===== config.mk =====
export PLATFORM = sky130hd
export DESIGN_NAME = gate_bist_ctrl
export DESIGN_NICKNAME = d
export VERILOG_FILES = /design/src/rtl/gate_pkg.sv /design/src/rtl/gate_golden.sv /design/src/rtl/gate_bist_ctrl.sv
export SDC_FILE = /design/constraint.sdc
export NUM_CORES = 1
export LEC_CHECK = 0
export ABC_CLOCK_PERIOD_IN_PS = 4710
export BUFFER_PORTS_ARGS = -buffer_cell sky130_fd_sc_hd__buf_2
export CORE_MARGIN = 2
export CORE_UTILIZATION = 59
export DETAILED_ROUTE_END_ITERATION = 8
export PLACE_DENSITY = 0.83
export REMOVE_ABC_BUFFERS = 1
export SETUP_SLACK_MARGIN = 0.2
export SYNTH_ARGS = -nofsm -noshare
export SYNTH_HDL_FRONTEND = slang
export SYNTH_HIERARCHICAL = 1
export SYNTH_SLANG_ARGS = --single-unit

===== constraint.sdc =====
create_clock -name clk -period 4.71 [get_ports clk]
set_clock_uncertainty 0.05 [all_clocks]
set_input_delay 0.7065 -clock clk [delete_from_list [all_inputs] [get_ports clk]]
set_output_delay 0.7065 -clock clk [all_outputs]
set_load 0.01 [all_outputs]

===== src/rtl/gate_pkg.sv =====
// gate_pkg: op-select encodings and BIST FSM state type shared by the gate bank, its BIST and the bench
package gate_pkg;
  localparam logic [1:0] OP_AND = 2'd0;
  localparam logic [1:0] OP_OR  = 2'd1;
  localparam logic [1:0] OP_XOR = 2'd2;
  localparam logic [1:0] OP_NOT = 2'd3;
  typedef enum logic [2:0] {IDLE, APPLY, WAIT, CHECK, DONE} bist_state_t;
endpackage


===== src/rtl/gate_golden.sv =====
// gate_golden: combinational reference model of the gate bank
// ports: op (2b select), a, b (WIDTH operands), y (expected result; NOT ignores b)
module gate_golden import gate_pkg::*; #(
  parameter int WIDTH = 1
) (
  input  logic [1:0]       op,
  input  logic [WIDTH-1:0] a,
  input  logic [WIDTH-1:0] b,
  output logic [WIDTH-1:0] y
);
  always_comb begin
    y = op == OP_AND ? (a & b) :
        op == OP_OR  ? (a | b) :
        op == OP_XOR ? (a ^ b) : ~a;
  end
endmodule


===== src/rtl/gate_bist_ctrl.sv =====
// gate_bist_ctrl: BIST sequencer sweeping every op x operand vector through the gate bank
// ports: clk, rst_n (sync active-low), start, abort in; dut_a/dut_b/dut_op drive the bank,
//   dut_y is its result; busy/done/pass/err_count report status.
// GATE_BIST_FAILCAP_EN adds fail_valid/fail_op/fail_a/fail_b capturing the first mismatch.
module gate_bist_ctrl import gate_pkg::*; #(
  parameter int WIDTH     = 1,
  parameter int SETTLE    = 1,
  parameter int ERR_CNT_W = 8
) (
  input  logic                 clk,
  input  logic                 rst_n,
  input  logic                 start,
  input  logic                 abort,
  output logic [WIDTH-1:0]     dut_a,
  output logic [WIDTH-1:0]     dut_b,
  output logic [1:0]           dut_op,
  input  logic [WIDTH-1:0]     dut_y,
  output logic                 busy,
  output logic                 done,
  output logic                 pass,
`ifdef GATE_BIST_FAILCAP_EN
  output logic                 fail_valid,
  output logic [1:0]           fail_op,
  output logic [WIDTH-1:0]     fail_a,
  output logic [WIDTH-1:0]     fail_b,
`endif
  output logic [ERR_CNT_W-1:0] err_count
);
  localparam int IW = 2 + 2 * WIDTH;
  localparam int SW = SETTLE > 1 ? $clog2(SETTLE) : 1;
  bist_state_t          state;
  logic [IW-1:0]        idx;
  logic [SW-1:0]        cnt;
  logic [WIDTH-1:0]     gold_y;
  logic                 miss;
  logic [ERR_CNT_W-1:0] err_nx;
  gate_golden #(.WIDTH(WIDTH)) u_gold (.op(dut_op), .a(dut_a), .b(dut_b), .y(gold_y));
  // the bank sees registered operands, so gold_y and dut_y are both settled by CHECK
  always_comb begin
    miss   = dut_y != gold_y;
    err_nx = (miss && err_count != {ERR_CNT_W{1'b1}}) ? err_count + 1'b1 : err_count;
  end
  always_ff @(posedge clk) begin
    if (!rst_n) begin
      state     <= IDLE;
      idx       <= '0;
      cnt       <= '0;
      dut_a     <= '0;
      dut_b     <= '0;
      dut_op    <= '0;
      busy      <= 1'b0;
      done      <= 1'b0;
      pass      <= 1'b0;
      err_count <= '0;
`ifdef GATE_BIST_FAILCAP_EN
      fail_valid <= 1'b0;
      fail_op    <= '0;
      fail_a     <= '0;
      fail_b     <= '0;
`endif
    end else if (abort && (state == APPLY || state == WAIT || state == CHECK)) begin
      state <= IDLE;
      busy  <= 1'b0;
      done  <= 1'b0;
      pass  <= 1'b0;
    end else begin
      case (state)
        IDLE, DONE: begin
          // abort outranks start, even where abort itself has no effect
          if (start && !abort) begin
            state     <= APPLY;
            idx       <= '0;
            busy      <= 1'b1;
            done      <= 1'b0;
            pass      <= 1'b0;
            err_count <= '0;
`ifdef GATE_BIST_FAILCAP_EN
            fail_valid <= 1'b0;
            fail_op    <= '0;
            fail_a     <= '0;
            fail_b     <= '0;
`endif
          end
        end
        APPLY: begin
          dut_op <= idx[IW-1 -: 2];
          dut_a  <= idx[2*WIDTH-1 -: WIDTH];
          dut_b  <= idx[WIDTH-1:0];
          cnt    <= '0;
          state  <= WAIT;
        end
        WAIT: begin
          if (cnt == SW'(SETTLE - 1)) state <= CHECK;
          else cnt <= cnt + 1'b1;
        end
        CHECK: begin
          err_count <= err_nx;
`ifdef GATE_BIST_FAILCAP_EN
          if (miss && !fail_valid) begin
            fail_valid <= 1'b1;
            fail_op    <= dut_op;
            fail_a     <= dut_a;
            fail_b     <= dut_b;
          end
`endif
          if (idx == {IW{1'b1}}) begin
            state <= DONE;
            busy  <= 1'b0;
            done  <= 1'b1;
            pass  <= err_nx == '0;
          end else begin
            idx   <= idx + 1'b1;
            state <= APPLY;
          end
        end
        default: state <= IDLE;
      endcase
    end
  end
endmodule

== After elaboration in Yosys (flattened, before gate mapping) ==
Cells that the tools add are included.
W data, S select, Z words.

* Output and inout bits: 15
* Register bits: 23
* Logic and storage cells: 74
* Input port bits: 5

* Mux-type cells: 23
* Reductions and logical operators: 19
* Add/subtract/negate cells: 3
* Bitwise logic cells: 6
* Equality and inequality tests: 13

{| class="wikitable"
|+ Operator list
! cell !! count
|-
| $mux W8 || 2
|-
| $pmux W8 S2 || 1
|-
| $pmux W3 S4 || 1
|-
| $mux W1 || 9
|-
| $mux W3 || 3
|-
| $add A8 B1 Y8 const B || 1
|-
| $logic_not A8 Y1 || 1
|-
| $mux W4 || 2
|-
| $ne A8 B8 Y1 const B || 1
|-
| $pmux W1 S2 || 4
|-
| $pmux W4 S2 || 1
|-
| $eq A3 B2 Y1 const B || 2
|-
| $ne A2 B2 Y1 const B || 3
|-
| $reduce_and A2 Y1 || 3
|-
| $reduce_and A3 Y1 || 2
|-
| $add A4 B1 Y4 const B || 1
|-
| $eq A4 B4 Y1 const B || 1
|-
| $reduce_and A4 Y1 || 1
|-
| $reduce_bool A2 Y1 || 2
|-
| $reduce_or A2 Y1 || 2
|-
| $eq A3 B1 Y1 const B || 1
|-
| $eq A3 B3 Y1 const B || 1
|-
| $logic_and A1 B1 Y1 || 3
|-
| $logic_not A3 Y1 || 1
|-
| other kinds (12) || 15
|}

== Depth between registers and ports, before layout ==
Gate-level depths: netlist of run 1.

* Depth in word-level cells: 10
* Mapped depth: 9
* Gate-level depth less buffers: 9

== Cells and area by module ==
The synthesis of run 1 kept the hierarchy.

{| class="wikitable"
|+ Modules (own cells, without submodules)
! module !! area an instance (um^2) !! cells an instance !! times used
|-
| gate_bist_ctrl || 1,223.7 || 151 || 1
|-
| gate_golden || 58.8 || 6 || 1
|}

== Worst setup path before layout of run 1 ==
OpenSTA, ideal clock, no wires.

* Path kind: register -> register
* Start: register dut_a
* End: register pass
* Setup time: 87 ps
* Clock period less this slack: 2,568 ps
* Arrival: 2,431 ps
* Path slack: 2,142 ps
* Cell stages (with the launch flop): 9
* Buffers on the path: 0
* Path through: dfxtp_1 -> inv_1 -> ha_1 -> mux4_2 -> xnor2_1 -> or4b_4 -> nor3_2 -> o32ai_1 -> o31ai_1

* Word-level cells in the longest chain between the ends: 10
* Elaborated cells between the ends (all ways): 13
* Classes of those cells: eq/ne (1); mux (6); bitwise (4); reduce/logical (2)

{| class="wikitable"
|+ Ends and longest elaborated chain
! element !! line !! text
|-
| start: declaration || gate_bist_ctrl.sv:14 || <nowiki>output logic [WIDTH-1:0] dut_a,</nowiki>
|-
| start signal: assignment || gate_bist_ctrl.sv:87 || <nowiki>dut_a <= idx[2*WIDTH-1 -: WIDTH];</nowiki>
|-
| $xor A1 B1 Y1 or $not A1 Y1 (tied branches) || gate_golden.sv:14 || <nowiki>op == OP_XOR ? (a ^ b) : ~a;</nowiki>
|-
| $mux W1 || gate_golden.sv:14 ||
|-
| $mux W1 || gate_golden.sv:13 || <nowiki>op == OP_OR ? (a | b) :</nowiki>
|-
| $mux W1 * || gate_golden.sv:12 || <nowiki>y = op == OP_AND ? (a & b) :</nowiki>
|-
| net gold_y || gate_bist_ctrl.sv:34 || <nowiki>logic [WIDTH-1:0] gold_y;</nowiki>
|-
| $ne A1 B1 Y1 * || gate_bist_ctrl.sv:40 || <nowiki>miss = dut_y != gold_y;</nowiki>
|-
| $logic_and A1 B1 Y1 * || gate_bist_ctrl.sv:41 || <nowiki>err_nx = (miss && err_count != {ERR_CNT_W{1'b1}}) ? err_count + 1'b1 : err_count;</nowiki>
|-
| $mux W8 * || gate_bist_ctrl.sv:41 ||
|-
| $logic_not A8 Y1 * || gate_bist_ctrl.sv:110 || <nowiki>pass <= err_nx == '0;</nowiki>
|-
| $mux W1 * || gate_bist_ctrl.sv:106 || <nowiki>if (idx == {IW{1'b1}}) begin</nowiki>
|-
| $pmux W1 S2 * || gate_bist_ctrl.sv:67 || <nowiki>case (state)</nowiki>
|-
| end signal: assignment || gate_bist_ctrl.sv:65 || <nowiki>pass <= 1'b0;</nowiki>
|-
| end signal: assignment || gate_bist_ctrl.sv:75 || <nowiki>pass <= 1'b0;</nowiki>
|-
| end signal: assignment || gate_bist_ctrl.sv:110 ||
|-
| end: declaration || gate_bist_ctrl.sv:20 || <nowiki>output logic pass,</nowiki>
|}

The timed path passes the listed nets; every way through them passes the cells marked *. The select of a mux whose other input is x is not followed.
A chain may end at the register's enable or synchronous reset.

== Worst setup path after layout of run 1 ==
Ends and elaborated chain as after synthesis.

==> results of run 1 <==
[synthesized netlist by cell type, types with 2 or more instances]
| library cell | instances |
|---|---|
| dfxtp_1 | 22 |
| nor2_1 | 12 |
| a21oi_1 | 11 |
| nor3_1 | 11 |
| nand2_1 | 10 |
| nand3_1 | 8 |
| nor2b_1 | 8 |
| o21ai_0 | 8 |
| inv_1 | 6 |
| clkbuf_1 | 5 |
| a31oi_1 | 4 |
| ha_1 | 4 |
| mux2i_1 | 4 |
| a211oi_1 | 3 |
| buf_2 | 3 |
| xnor2_1 | 3 |
| a21boi_0 | 2 |
| a21o_1 | 2 |
| a32oi_1 | 2 |
| and2_1 | 2 |
| and3_1 | 2 |
| nand3b_1 | 2 |
| nor3b_1 | 2 |
| o221a_1 | 2 |
| o31ai_1 | 2 |
| or2_1 | 2 |
| xor2_1 | 2 |
[flip-flops by register name, indices dropped and copies added (netlist names)]
| register | count |
|---|---|
| state | 3 |
| dut_b | 1 |
| dut_a | 1 |
| done | 1 |
| idx | 4 |
| dut_op | 2 |
| err_count | 8 |
| pass | 1 |
| busy | 1 |
[stage by stage]
stage                     worst slack, ns  instances  util, %  hold slack (ns)  cell area (sq um)
after floorplan                      2.14        149        -            0.417               1250
after global placement               2.15        195     68.8            0.390               1380
after detailed placement             2.04        195     68.8            0.419               1380
after CTS                            2.01        199     71.4            0.440               1430
after global routing                 1.92        199     71.4            0.466               1430
final                                2.01        199     71.4            0.436               1430
[critical path, cell delays in order, from the launching register on]
cell	delay, ns
dfxtp_1	0.40
inv_1	0.07
ha_1	0.28
mux4_2	0.49
xnor2_1	0.21
or4b_4	0.60
nor3_2	0.16
o32ai_1	0.10
o31ai_1	0.26
[kinds of logic after synthesis]
family	count (synthesis)	synth area share, %
and+or+nand+nor	67	28.9
AOI/OAI and AO/OA	40	20.2
DFF	22	34.3
buffers and inverters	14	4.39
xor gates and xnor gates	5	3.42
muxes	5	4.88
adders and majority gates	4	3.90
[layout make-up]
type                            instances  share of cell area, %
Inverter                                6                   1.57
Sequential cell                        22                   30.8
Clock buffer                            3                   1.57
Multi-Input combinational cell        121                   54.9
Clock inverter                          1                   2.10
Timing Repair Buffer                   19                   6.65
Tap cell                               27                   2.36
[final timing paths]
kind / end / cells past startpoint / slack (ns) / from
worst max-delay path: pass / 8 / 2.01 / dut_a
worst min-delay path: busy / 2 / 0.44 / busy
worst max register to register: pass / 8 / 2.01 / dut_a
worst min register to register: busy / 2 / 0.44 / busy
[per-layer routing]
metal / GRT usage [%] / share of wire [%]
met2: 33.8 / 45
met1: 33.4 / 46
met4: 9.91 / 2.2
met3: 3.57 / 6.2
met5: 0 / 0
[power groups by stage]
stage / registers, mW / logic (mW) / clock network (mW)
floorplan: 0.212 / 0.0491 / 0
global placement: 0.213 / 0.0638 / 0
detailed placement: 0.214 / 0.0670 / 0
CTS: 0.210 / 0.0674 / 0.148
global route: 0.212 / 0.0745 / 0.153
finish: 0.210 / 0.0679 / 0.147
==> results.toml, run 1 <==
[setup_path]
arrival_ns = 2.89
crit_fanout = 5
start_kind = "flip-flop"
end_kind = "flip-flop"
worstPathRequired_ns = 4.89
critPathKind = "reg2reg"

[detailed_routing]
antenna_left = 0
drt_first_iter_violations = 53
first_pass_iters = 5
routed_wl_mm = 2.82
wl_per_cell_microns = 14.2
vias = 1225
viasPerCell = 6.16
post-route-drc-count = 0

[floorplan]
start_util_pct = 64.1
placeableCoreArea_sq_mm = 0.00200
dieArea_sq_mm = 0.00256
fp.dieW_microns = 50.6
io_pins = 20
row_count = 16
die_height_microns = 50.6

[power_and_ir_drop]
p_sw_mw = 0.116
power_density_mw_per_mm2 = 298
comb_power_share_pct = 16.0
p_int_mw = 0.310
swShare_pct = 27.2
p_clk_share_pct = 34.6
power.total_mw = 0.426
p_seq_share_pct = 49.4
leakagePower_nw = 0.559
ir_drop_v = 0.000235

[min_path]
hold_class = "reg2reg"

[global_routing]
grt_pass1_vias = 1008
grt_usage_pct = 23.1
gr-total-overflow = 0
grt_pass1_wl_mm = 4.58
antenna_found_initial = 0
grt_max_degree = 18

[cts]
root_buffer = "clkbuf_4"
cts_inserted_buffers = 3
insertion_delay_ns = 0.32
tritoncts = "done"
cts_resized = 0
post_cts_buffers = 0
clk_pin_slew_ns = 0.12
cts_max_path_buffers = 2
hold_buffers = 0
cts.sink_count = 22
cts_htree_levels = 1

[synthesis]
synthCells = 157
avgSynthCellArea_sq_um = 8.17
ys_warn_count = 6
ys_seq_area_share_pct = 34.3
ys_seq_elements = 22
yosysUniqueCellTypes = 40
synthFlopType = "dfxtp_1"
mappedNetlistArea_sq_mm = 0.00128
yosys.area.top_type = "dfxtp_1"
async_reset_ff_share_pct = 0
netlist_top_cells_area = "dfxtp_1 (34%), a21oi_1 (4.3%), nor3_1 (4.3%)"
synth_edf_count = 0
yosysTopAreaCellShare_pct = 34.3

[layout]
final_nets = 182
n_antenna_cell = 0
multi_input_area_sq_um = 786
synthToLayoutAreaGrowth_pct = 11.5
drive_gt1_share_pct = 15.7
fillCellCount = 167
layout_common_cells = "dfxtp_1 (22), buf_2 (19), nor2_1 (12)"
mostFrequentLayoutCell = "dfxtp_1"
register_area_sq_um = 440

[placement]
dpl.hpwl_mm = 2.03
place_congestion = 0.915
portBuffers = 19

[sta]
hold_viol_final = 0
tightest_slew_ns = 0.655
fmax_mhz = 370
period_share_pct = 57.4
rsz0062_at_grt = "false"
setup_viol = 0
tns_ns = 0
slew_viol_final = 0
max_slew_margin_pct = 56.2
period_minus_slack_ns = 2.70

[flow_run]
drv_cap = 0

[status]
status = "finished clean"
(Power assumes the default switching activity.)
==> run 2: changes to the inputs <==
ABC_CLOCK_PERIOD_IN_PS = 2520   (was 4710)
CORE_UTILIZATION = 55   (was 59)
PLACE_DENSITY = 0.78   (was 0.83)
clock period = 2.52 ns   (was 4.71 ns; I/O delays follow)
==> run 2 against run 1 <==
  * Global-route usage rose by 2.4 points
  * Die area rose by 6.7%
  * Sequential power up 87%
  * Critical endpoint unchanged
  * Critical path type unchanged
  * Register-to-register slack lost 2.0 ns
  * Largest power group unchanged
  * Via count rose by 3.4%
  * Utilization down 1.9 points
==> results.toml, run 2 (synthesized netlist as in run 1, its figures left out) <==
[detailed_routing]
post-route-drc-count = 0
drt_first_iter_violations = 33
vias = 1267
wl_per_cell_microns = 15.5
routed_wl_mm = 3.18
antenna_left = 0
first_pass_iters = 5
viasPerCell = 6.18

[flow_run]
drv_cap = 0

[layout]
final_nets = 187
final_util_pct = 69.6
layout_common_cells = "dfxtp_1 (20), buf_2 (19), nor2_1 (12)"
regMostFlops = "err_count"
n_antenna_cell = 0
largestRegisters = "err_count x8, idx x4, state x3"
synthToLayoutAreaGrowth_pct = 20.0
mostFrequentLayoutCell = "dfxtp_1"
drive_gt1_share_pct = 25.4
largest_reg_flops = 8
fin_area_sq_mm = 0.00154

[global_routing]
grt_pass1_vias = 1155
grt_pass1_wl_mm = 5.18
antenna_found_initial = 0
grt_max_degree = 18
gr-total-overflow = 0
grt_usage_pct = 25.4
grt_util_met3_pct = 4.29
busiest_layer = "met2"
grt_use_met2_pct = 45.4
grtUsageMet1_pct = 29.9

[placement]
dpl.hpwl_mm = 2.22
portBuffers = 19
place_congestion = 0.881
place_area_sq_mm = 0.00140

[power_and_ir_drop]
power_density_mw_per_mm2 = 514
ir_drop_v = 0.000453
leakagePower_nw = 0.594
power.total_mw = 0.791

[sta]
hold_viol_final = 0
tightest_slew_ns = 0.656
period_share_pct = 98.8
slew_viol_final = 0
setup_viol = 0
period_minus_slack_ns = 2.49
fmax_mhz = 401
max_slew_margin_pct = 56.2
rsz0062_at_grt = "true"

[setup_path]
end_kind = "flip-flop"
arrival_ns = 2.67
start_kind = "flip-flop"
crit_fanout = 4
critPathKind = "reg2reg"
worstPathRequired_ns = 2.70

[cts]
cts_max_path_buffers = 2
cts.sink_count = 22
root_buffer = "clkbuf_4"
insertion_delay_ns = 0.31
hold_buffers = 0
tritoncts = "done"
cts_inserted_buffers = 3
cts_htree_levels = 1
clk_pin_slew_ns = 0.12

[floorplan]
die_height_microns = 52.3
start_util_pct = 58.0
fp.dieW_microns = 52.3
dieArea_sq_mm = 0.00273
placeableCoreArea_sq_mm = 0.00221
io_pins = 20
row_count = 17

[status]
status = "finished clean"

[min_path]
hold_class = "in2reg"
==> run 2: cell types whose count changed in the layout (fill, tap and decap cells not counted), moves of 2 or more <==
| cell | before | now |
|---|---|---|
| dfxtp_2 | 0 | 2 |
| nor3_1 | 11 | 9 |
| inv_2 | 0 | 2 |
| buf_6 | 0 | 2 |
| inv_1 | 6 | 4 |
| dfxtp_1 | 22 | 20 |
| ha_1 | 4 | 2 |
| buf_4 | 0 | 3 |
==> run 2: path summary, 6_finish.rpt <==
check	from	endpoint	slack [ns]	cells after the start
max	dut_a	pass	0.03	8
min	rst_n	err_count[6]	0.38	2
min reg2reg	busy	busy	0.42	2
max reg2reg	dut_a	pass	0.03	8
==> run 2: area by class of cell <==
type                       instances  area, sq um
fill                             191          673
sequential                        22          443
clock buffer                       3         22.5
tap                               28         35.0
clock inverter                     1         30.0
timing repair buffer              24          140
inverter                           6         22.5
multi-input combinational        121          846
==> run 2: power by group <==
group	internal, mW	total [mW]	switching, mW
clock	0.161	0.270	0.109
sequential	0.364	0.392	0.0283
combinational	0.0558	0.129	0.0730
total	0.581	0.791	0.210
==> run 2: layer usage <==
metal | share of wire, % | up-vias | routed length [microns]
li1 | - | 608 | -
met1 | 41 | 594 | 1290
met2 | 51 | 53 | 1610
met3 | 5.8 | 12 | 183
met4 | 2.8 | 0 | 89
met5 | 0 | - | 0
==> run 2: timing repair <==
action | 4_1_cts | 5_1_grt
setup buffers | 1 | 1
endpoints found under the hold margin | 0 | 0
endpoints found under the setup margin | 4 | 5
gates resized for setup | 9 | 7
pin swaps | 8 | 7
==> run 2: critical path: stages, from the launching register on <==
cell and delay, ns:
dfxtp_2 0.37, inv_2 0.05, ha_4 0.23, mux4_2 0.49
xnor2_2 0.17, or4b_4 0.58, nor3_4 0.14, o32ai_2 0.09
o31ai_1 0.25
==> run 2: per-stage QoR <==
step,instances,hold WS [ns],TNS [ns],worst slack (ns)
final,205,0.376,0,0.0290
after global routing,205,0.372,-0.0392,-0.0392
after CTS,204,0.370,0,0.0516
after detailed placement,199,0.402,-0.0505,-0.0460
after global placement,199,0.394,0,0.0556
after floorplan,149,0.417,-0.0871,-0.0479
==> run 3: changes to the inputs <==
CORE_MARGIN = not set   (was 2)
GPL_ROUTABILITY_DRIVEN = 0   (was not set)
==> run 3 against run 2 <==
  * The flow now finishes with violations (DRC)
  * Flip-flop and latch count stayed put
  * Worst hold slack better by 0.0051 ns
  * Non-clock buffer count stayed put
  * Maximum frequency hardly changed
  * Utilization is 1.4 points higher
  * Clock power is 1% higher
  * Clock-buffer cell count stayed put
  * Critical path depth stayed put
  * Sequential power hardly changed
  * Final cell count stayed put
  * Combinational power is 5% higher
  * Die area is 7.5% lower
  * Critical path type unchanged
==> results.toml, run 3 (synthesized netlist as in run 1, its figures left out) <==
[layout]
regMostFlops = "err_count"
layout_common_cells = "dfxtp_1 (20), buf_2 (19), nor2_1 (12)"
fin_area_sq_mm = 0.00157
synthToLayoutAreaGrowth_pct = 22.3
drive_gt1_share_pct = 26.6
largest_reg_flops = 8
n_antenna_cell = 0
mostFrequentLayoutCell = "dfxtp_1"
final_nets = 187
final_util_pct = 70.9
largestRegisters = "err_count x8, idx x4, state x3"

[sta]
fmax_mhz = 401
hold_slack_ns = 0.381
hold_viol_final = 0
period_minus_slack_ns = 2.49
slew_viol_final = 0
max_slew_margin_pct = 58.3
tns_ns = 0
period_share_pct = 98.9
tightest_slew_ns = 0.624
setup_viol = 0
rsz0062_at_grt = "true"

[power_and_ir_drop]
p_seq_share_pct = 49.0
leakagePower_nw = 0.609
swShare_pct = 27.2
p_int_mw = 0.583
p_clk_share_pct = 34.2
power_density_mw_per_mm2 = 511
p_sw_mw = 0.218
comb_power_share_pct = 16.9
ir_drop_v = 0.000359

[cts]
clk_pin_slew_ns = 0.13
insertion_delay_ns = 0.31
root_buffer = "clkbuf_4"
tritoncts = "done"
cts.sink_count = 22
hold_buffers = 0
cts_max_path_buffers = 2
cts_inserted_buffers = 3
cts_htree_levels = 1

[setup_path]
worstPathRequired_ns = 2.73
end_kind = "flip-flop"
crit_fanout = 5
critPathKind = "reg2reg"
arrival_ns = 2.70
start_kind = "flip-flop"

[floorplan]
start_util_pct = 58.0
placeableCoreArea_sq_mm = 0.00221
die_height_microns = 50.3
io_pins = 20
fp.dieW_microns = 50.3
row_count = 17
dieArea_sq_mm = 0.00253

[global_routing]
grt_pass1_wl_mm = 5.13
grt_pass1_vias = 1153
grt_max_degree = 18
grt_usage_pct = 26.6
gr-total-overflow = 0
antenna_found_initial = 0

[detailed_routing]
viasPerCell = 6.29
vias = 1289
first_pass_iters = 6
antenna_left = 0
routed_wl_mm = 3.16
wl_per_cell_microns = 15.4
post-route-drc-count = 2
drt_first_iter_violations = 55

[placement]
place_area_sq_mm = 0.00140
portBuffers = 19
dpl.hpwl_mm = 2.19

[flow_run]
drv_cap = 0

[status]
violations = "DRC"
status = "finished with violations"

[min_path]
hold_class = "in2reg"
==> run 3: power by group through the flow <==
stage	clock, mW	combinational, mW	sequential, mW
4_1_cts	0.278	0.130	0.392
3_3_place_gp	0	0.121	0.398
2_1_floorplan	0	0.0917	0.395
3_5_place_dp	0	0.127	0.399
5_1_grt	0.291	0.148	0.397
6_report	0.274	0.135	0.393
==> run 3: final timing paths <==
check | start | endpoint | slack [ns] | cells after the start
worst max-delay path | dut_b | err_count[7] | 0.03 | 8
worst min-delay path | rst_n | err_count[6] | 0.38 | 2
worst max register to register | dut_b | err_count[7] | 0.03 | 8
worst min register to register | busy | busy | 0.43 | 2
==> run 3: through the flow <==
stage          power [mW]  cells  setup slack (ns)
6_report            0.802    205            0.0268
3_5_place_dp        0.526    199           -0.0363
3_3_place_gp        0.519    199            0.0659
4_1_cts             0.800    204            0.0548
5_1_grt             0.836    205           -0.0604
2_1_floorplan       0.487    149           -0.0479
==> run 3: area by class of cell <==
cell class	count	area, sq um
fill	179	643
clock buffer	3	22.5
inverter	6	22.5
multi-input combinational	121	880
tap	28	35.0
timing repair buffer	24	136
clock inverter	1	30.0
sequential	22	443
==> run 3: critical path, stage by stage (launching register included) <==
cell     delay (ns)
dfxtp_2        0.35
buf_4          0.14
ha_4           0.14
mux4_2         0.52
xnor2_2        0.17
or4b_4         0.54
buf_4          0.17
nor3_2         0.15
o221a_1        0.22
==> run 3: repair_timing <==
item	4_1_cts	5_1_grt
setup endpoints to repair	4	7
gates resized for setup	11	10
pin swaps	7	4
buffers inserted	1	1
==> run 3: per-layer routing <==
metal | vias to the layer above | GRT usage [%] | routed length [microns]
met5 | - | 0 | 0
met1 | 594 | 33.5 | 1300
li1 | 612 | - | -
met4 | 0 | 11.1 | 82
met2 | 73 | 44.4 | 1530
met3 | 10 | 4.85 | 246
